[config.mk]
export PLATFORM = sky130hd
export DESIGN_NAME = fb_ctrl
export DESIGN_NICKNAME = d
export VERILOG_FILES = /design/src/rtl/fb_pkg.sv /design/src/rtl/fb_wr_fifo.sv /design/src/rtl/fb_ctrl.sv
export SDC_FILE = /design/constraint.sdc
export NUM_CORES = 1
export LEC_CHECK = 0
export BUFFER_PORTS_ARGS = -buffer_cell sky130_fd_sc_hd__clkbuf_2
export CAP_MARGIN = 5
export CORE_UTILIZATION = 58
export CTS_BUF_LIST = sky130_fd_sc_hd__clkbuf_16
export DETAILED_ROUTE_END_ITERATION = 8
export GPL_TIMING_DRIVEN = 1
export PLACE_DENSITY = 0.86
export SLEW_MARGIN = 20
export SYNTH_ARGS = -nofsm -noshare
export SYNTH_HDL_FRONTEND = slang
export SYNTH_SLANG_ARGS = --single-unit
[constraint.sdc]
create_clock -name clk -period 7.34 [get_ports clk]
set_clock_uncertainty 0.15 [all_clocks]
set_input_delay 1.835 -clock clk [delete_from_list [all_inputs] [get_ports clk]]
set_output_delay 1.835 -clock clk [all_outputs]
set_load 0.1 [all_outputs]
[src/rtl/fb_pkg.sv]
// fb_pkg: shared sizes and types for the framebuffer controller.
package fb_pkg;
    localparam int FB_SIZE_DEF = 76800;
    localparam int AW_DEF      = 32;

    typedef logic [7:0] pix_t;

    typedef enum logic {IDLE = 1'b0, CLEAR = 1'b1} wr_state_t;

    typedef struct packed {
        logic [AW_DEF-1:0] addr;
        pix_t              data;
    } wr_entry_t;
endpackage

[src/rtl/fb_wr_fifo.sv]
// fb_wr_fifo: 4-deep host write buffer, used only when FB_WRFIFO_EN is defined.
// Latency: an entry pushed at an edge is visible on dout from that edge onward.
// Backpressure: full blocks pushes; pop on empty is ignored.
module fb_wr_fifo #(
    parameter int W = 40
) (
    input  logic         clk,
    input  logic         rst_n,
    input  logic         push,
    input  logic [W-1:0] din,
    input  logic         pop,
    output logic [W-1:0] dout,
    output logic         full,
    output logic         empty
);
    logic [W-1:0] mem [4];
    logic [1:0]   wp;
    logic [1:0]   rp;
    logic [2:0]   cnt;
    logic         do_push;
    logic         do_pop;

    assign full    = (cnt == 3'd4);
    assign empty   = (cnt == 3'd0);
    assign do_push = push && !full;
    assign do_pop  = pop && !empty;
    assign dout    = mem[rp];

    always_ff @(posedge clk) begin
        if (do_push) mem[wp] <= din;
    end

    always_ff @(posedge clk or negedge rst_n) begin
        if (!rst_n) begin
            wp  <= 2'd0;
            rp  <= 2'd0;
            cnt <= 3'd0;
        end else begin
            if (do_push) wp <= wp + 2'd1;
            if (do_pop)  rp <= rp + 2'd1;
            case ({do_push, do_pop})
                2'b10:   cnt <= cnt + 3'd1;
                2'b01:   cnt <= cnt - 3'd1;
                default: cnt <= cnt;
            endcase
        end
    end
endmodule

[src/rtl/fb_ctrl.sv]
// fb_ctrl: framebuffer sequencer - LCD scan reads, host writes, full-frame clear (FB_WRFIFO_EN adds a write FIFO).
// Latency: pix_valid 1 cycle after pix_req; host write reaches fb_wre 1 cycle after handshake (2 with FIFO).
// Backpressure: host_wready low during clear, or while the write FIFO is full when FB_WRFIFO_EN is defined.
module fb_ctrl
    import fb_pkg::*;
#(
    parameter int FB_SIZE = FB_SIZE_DEF,
    parameter int AW      = AW_DEF
) (
    input  logic          clk,
    input  logic          rst_n,
    input  logic          scan_start,
    input  logic          pix_req,
    output logic [7:0]    pix_data,
    output logic          pix_valid,
    output logic          frame_done,
    input  logic          host_wvalid,
    output logic          host_wready,
    input  logic [AW-1:0] host_waddr,
    input  logic [7:0]    host_wdata,
    output logic          host_werr,
    input  logic          clr_start,
    input  logic [7:0]    clr_color,
    output logic          clr_busy,
    output logic [AW-1:0] fb_wad,
    output logic [7:0]    fb_din,
    output logic          fb_wre,
    output logic [AW-1:0] fb_rad,
    input  logic [7:0]    fb_dout
);
    localparam logic [AW-1:0] LAST = AW'(FB_SIZE - 1);

    wr_state_t     state;
    logic [AW-1:0] scan_cnt;
    logic [AW-1:0] clr_cnt;
    pix_t          clr_val;
    logic          run;
    logic          wr_vld;
    logic [AW-1:0] wr_addr;
    pix_t          wr_data;

    assign fb_rad   = scan_start ? '0 : scan_cnt;
    assign pix_data = pix_valid ? fb_dout : '0;

    always_ff @(posedge clk or negedge rst_n) begin
        if (!rst_n) begin
            scan_cnt   <= '0;
            pix_valid  <= 1'b0;
            frame_done <= 1'b0;
        end else begin
            pix_valid  <= pix_req;
            frame_done <= pix_req && (fb_rad == LAST);
            if (pix_req)
                scan_cnt <= (fb_rad == LAST) ? '0 : fb_rad + AW'(1);
            else if (scan_start)
                scan_cnt <= '0;
        end
    end

`ifdef FB_WRFIFO_EN
    logic          fifo_full;
    logic          fifo_empty;
    logic [AW+7:0] fifo_q;

    assign host_wready        = run && !fifo_full;
    // Buffered writes only drain while idle, so anything queued during a clear lands on top of it.
    assign wr_vld             = !fifo_empty && (state == IDLE);
    assign {wr_addr, wr_data} = fifo_q;

    fb_wr_fifo #(.W(AW + 8)) u_wr_fifo (
        .clk   (clk),
        .rst_n (rst_n),
        .push  (host_wvalid && host_wready),
        .din   ({host_waddr, host_wdata}),
        .pop   (wr_vld),
        .dout  (fifo_q),
        .full  (fifo_full),
        .empty (fifo_empty)
    );
`else
    assign host_wready = run && (state == IDLE);
    assign wr_vld      = host_wvalid && host_wready;
    assign wr_addr     = host_waddr;
    assign wr_data     = host_wdata;
`endif

    always_ff @(posedge clk or negedge rst_n) begin
        if (!rst_n) begin
            state     <= IDLE;
            run       <= 1'b0;
            clr_cnt   <= '0;
            clr_val   <= '0;
            clr_busy  <= 1'b0;
            fb_wre    <= 1'b0;
            fb_wad    <= '0;
            fb_din    <= '0;
            host_werr <= 1'b0;
        end else begin
            run       <= 1'b1;
            fb_wre    <= 1'b0;
            host_werr <= 1'b0;
            case (state)
                IDLE: begin
                    if (wr_vld) begin
                        if (wr_addr <= LAST) begin
                            fb_wre <= 1'b1;
                            fb_wad <= wr_addr;
                            fb_din <= wr_data;
                        end else begin
                            host_werr <= 1'b1;
                        end
                    end
                    if (clr_start) begin
                        state    <= CLEAR;
                        clr_val  <= clr_color;
                        clr_cnt  <= '0;
                        clr_busy <= 1'b1;
                    end
                end
                CLEAR: begin
                    fb_wre <= 1'b1;
                    fb_wad <= clr_cnt;
                    fb_din <= clr_val;
                    if (clr_cnt == LAST) begin
                        state    <= IDLE;
                        clr_busy <= 1'b0;
                    end else begin
                        clr_cnt <= clr_cnt + AW'(1);
                    end
                end
                default: state <= IDLE;
            endcase
        end
    end
endmodule

======== Word level (Yosys, flattened, before mapping) ========
Index checks and enable logic that the tools add are counted.
storage, ports and cells
  word-level logic and storage cells ...... 55
  bits in registers ....................... 119
  input port bits ......................... 62
  output and inout port bits .............. 86
cells by class
  reductions and logical operators ........ 7
  bitwise gates (word level) .............. 1
  equality and inequality tests ........... 7
  magnitude comparators ................... 1
  muxes and demuxes ....................... 25
  add/sub/neg operators ................... 2
operator list
  kind                                                                     count
  32-bit 2-to-1 mux                                                        7
  32-bit case mux with 2 select lines                                      2
  32-bit by 1-bit adder with 32-bit output, second input constant          2
  32-bit by 17-bit equality test with 1-bit output, second input constant  2
  32-bit by 17-bit <= comparator with 1-bit output, second input constant  1
  8-bit 2-to-1 mux                                                         3
  8-bit case mux with 2 select lines                                       1
  1-bit 2-to-1 mux                                                         9
  2-bit AND reduction                                                      4
  2-bit != test, second input constant                                     3
  1-bit case mux with 2 select lines                                       3
  2-bit by 1-bit != test with 1-bit output, second input constant          2
  1-bit logical AND                                                        3
  1-bit inverter                                                           1

======== Longest topological paths before layout ========
  depth in word-level cells ............... 5
  gate-level depth with buffers ........... 11
  gate-level depth less buffers ........... 7

======== Least setup slack after synthesis ========
OpenSTA, ideal clock, no wires.
  path kind ............................... input to output
  from .................................... in scan_start
  to ...................................... out fb_rad[1]
  stages on the path ...................... 4
  slack ................................... 1.535 ns
  arrival ................................. 3.820 ns
  data required time ...................... 5.355 ns
  path buffers ............................ 3
  cell sequence ........................... clkbuf_1 > clkbuf_1 > clkbuf_1 > nor2b_1
between the ends
  word-level cells in the longest chain between the ends .. 1
RTL lines
  item               line           source
  start, declared    fb_ctrl.sv:12  input logic scan_start,
  32-bit 2-to-1 mux  -
  end, declared      fb_ctrl.sv:28  output logic [AW-1:0] fb_rad,
Every way passes these cells.

======== Worst setup path after layout ========
  from .................................... in scan_start
  to ...................................... out fb_rad[16]
Same word-level chain as after synthesis.

==> metrics.txt <==
Core ar. just under 10000 um^2; # Post-CTS Setup Buffers 0; Die W about 100 um; pwr/cell area about 290 nW/um^2; CP most frequent cell clkbuf_2; grt total ovfl 0; H-Tree Depth 4; vias in the first global route 5197; max-slew violation count 0; Routability Congestion 0.911; initial antenna violation count 0; Main synth FF type dfrtp_1; share of cells above drive strength 1 25.4%; Detail Route Antenna Nets 0; number of library cell types mapped by synthesis 50; fin area between 7000 and 8000 um^2; synthesized area 6010 um^2; clk root buf clkbuf_16; Clock Latency Late Sink about 0.42 ns; Highest Clock Rate between 0.15 and 0.2 GHz; wire length per cell 16.2 um; Starting Density just over 60%; Yosys reg bits 119; Crit-path slowest cell clkbuf_2; initial DRC count 363; ANT cells 0; CP Class in2out; Syn-to-layout area delta 23.0%; number of fillers in the final layout ~670; crit path setup slack, layout around 2 ns; unrepaired setup endpoints after global routing false; placed cell area around 7000 um^2; synthesized instance count between 600 and 700; Num CTS Buffers 17; I/O Pins 148; crit-path max FO 42; Vias/cell roughly 6.0; period utilization 72.5%; sequential share of the synthesized area 49.5%; max_cap viols 0; most frequent cells in the layout 146 x clkbuf_2, 119 x dfrtp_1, 72 x nor2_1; peak supply drop approximately 0.00025 V; Post-synth EDFFs 0; die area 10800 um^2; global-route wire length before repair ~24 mm; post-cts hold buffer count 0; measured slew at the worst slew-check pin 1.04 ns; largest net degree at the start of global routing 91; Min-Delay Path Class reg2reg; CTS Buffer Depth 2; CP delay by family, top buffers and inverters; CTS tree yes; WL final 14.5 mm; Mapped Nets between 600 and 700; Reg clk slew, reported paths around 0.050 ns; number of I/O port buffers 147; cts repair resizes 0; status completed; # nets final approximately 820; syn_area_per_cell 9.76 um^2; pre-CTS setup slack roughly 2.1 ns; CP endpoint kind output port; Worst Path Arrival around 3.3 ns; number of setup violations in the final report 0; Slew headroom a little under a third; critical path startpoint category primary input; worst path cell trace clkbuf_2 > nor2b_1 > clkbuf_2; final critical-path required period between 5 and 6 ns; clock tree sinks ~120; final setup TNS 0 ns; Die Span Y 104 um; Final Hold Vio Count 0; DP HPWL ~9.9 mm; synth warn 0; Lkg Pwr around 0.0035 uW; vias 5350; DRT Pass-1 Iters 5; Post-synth ARST share 100%; total track usage between 20 and 30%; most common cell after layout, fill and taps aside clkbuf_2; site row count 36; slowest stage delay, CP between 0.5 and 0.6 ns; CP Data Required Time ~5.4 ns; DRC 0; Buf/Inv on CP 2
==> cell type report <==
cell class                 instances  area (um^2)  share of cell area (%)
clock inverter                    15          169                    2.28
tap                              133          166                    2.25
sequential                       119         2980                    40.3
timing repair buffer             151          772                    10.4
clock buffer                      17          425                    5.75
multi-input combinational        455         2860                    38.6
inverter                           8         30.0                   0.406
==> worst min-delay path: cells and delay by family, from the launching register on <==
kind | cells | cell delay, ns
simple gates | 2 | 0.10
flops | 1 | 0.34
==> per-stage QoR <==
step	instances	hold WS [ns]	utilization, %	total power [uW]
after global routing	898	0.354	74.6	2210
final	898	0.324	74.6	2130
after global placement	866	0.309	68.6	1290
after floorplan	616	0.297	-	1200
after CTS	898	0.330	74.6	2140
after detailed placement	866	0.314	68.6	1310
==> where the power goes <==
group,switching [uW],internal (uW)
clock network,274,555
logic,400,98.1
registers,74.1,731
total,749,1380
==> cells by family after synthesis <==
group,Yosys count,share of synthesized area [%]
DFF,119,49.5
xor gates and xnor gates,45,6.55
other,1,0.0623
muxes,43,7.16
and+or+nand+nor,293,25.5
AOI/OAI and AO/OA,71,7.59
adders and majority gates,2,0.416
buffers and inverters,42,3.20
==> layer usage <==
metal | global-route usage [%] | vias up | share of wire [%]
met4 | 12.0 | 0 | 2.6
met2 | 45.5 | 314 | 49
li1 | - | 2457 | -
met1 | 35.6 | 2524 | 41
met3 | 7.05 | 55 | 7.9
met5 | 0 | - | 0
==> path summary, 6_finish.rpt <==
path	from	end	slack (ns)	cells after the start
max reg2reg	scan_cnt[0]	scan_cnt[26]	4.59	7
min in group asynchronous	rst_n	fb_wad[11]	1.19	1
max	scan_start	fb_rad[16]	2.02	3
min reg2reg	clr_val[5]	clr_val[5]	0.32	2
max in group asynchronous	rst_n	clr_cnt[31]	4.72	2
min	clr_val[5]	clr_val[5]	0.32	2
==> synth_stat cells, types with 3 or more instances <==
master / instances / area, um^2
dfrtp_1: 119 / 2980
nor2_1: 72 / 270
nand2_1: 53 / 199
mux2i_1: 43 / 430
a21oi_1: 32 / 160
nor2b_1: 31 / 194
clkbuf_1: 27 / 101
nand3_1: 26 / 130
xor2_1: 26 / 228
nand4_1: 22 / 138
nor4_1: 20 / 125
xnor2_1: 19 / 166
nor3_1: 14 / 70.1
or4_1: 13 / 97.6
and2_1: 9 / 56.3
o31ai_1: 9 / 67.6
and3_1: 8 / 50.1
inv_1: 7 / 26.3
o211ai_1: 7 / 52.6
o22ai_1: 6 / 37.5
o21ai_0: 4 / 20.0
or3_1: 4 / 25.0
a21oi_2: 3 / 26.3
and4_1: 3 / 26.3
buf_2: 3 / 15.0
nand3b_1: 3 / 22.5
o21ai_2: 3 / 26.3
or2_2: 3 / 18.8
==> state kept, by name, indices dropped and copies added, names as in the netlist <==
signal and count:
clr_val 8, scan_cnt 32, fb_din 8, host_werr 1, state 1, fb_wre 1, fb_wad 32, run 1
pix_valid 1, frame_done 1, clr_busy 1, clr_cnt 32
Power figures use the tool's default switching activity.
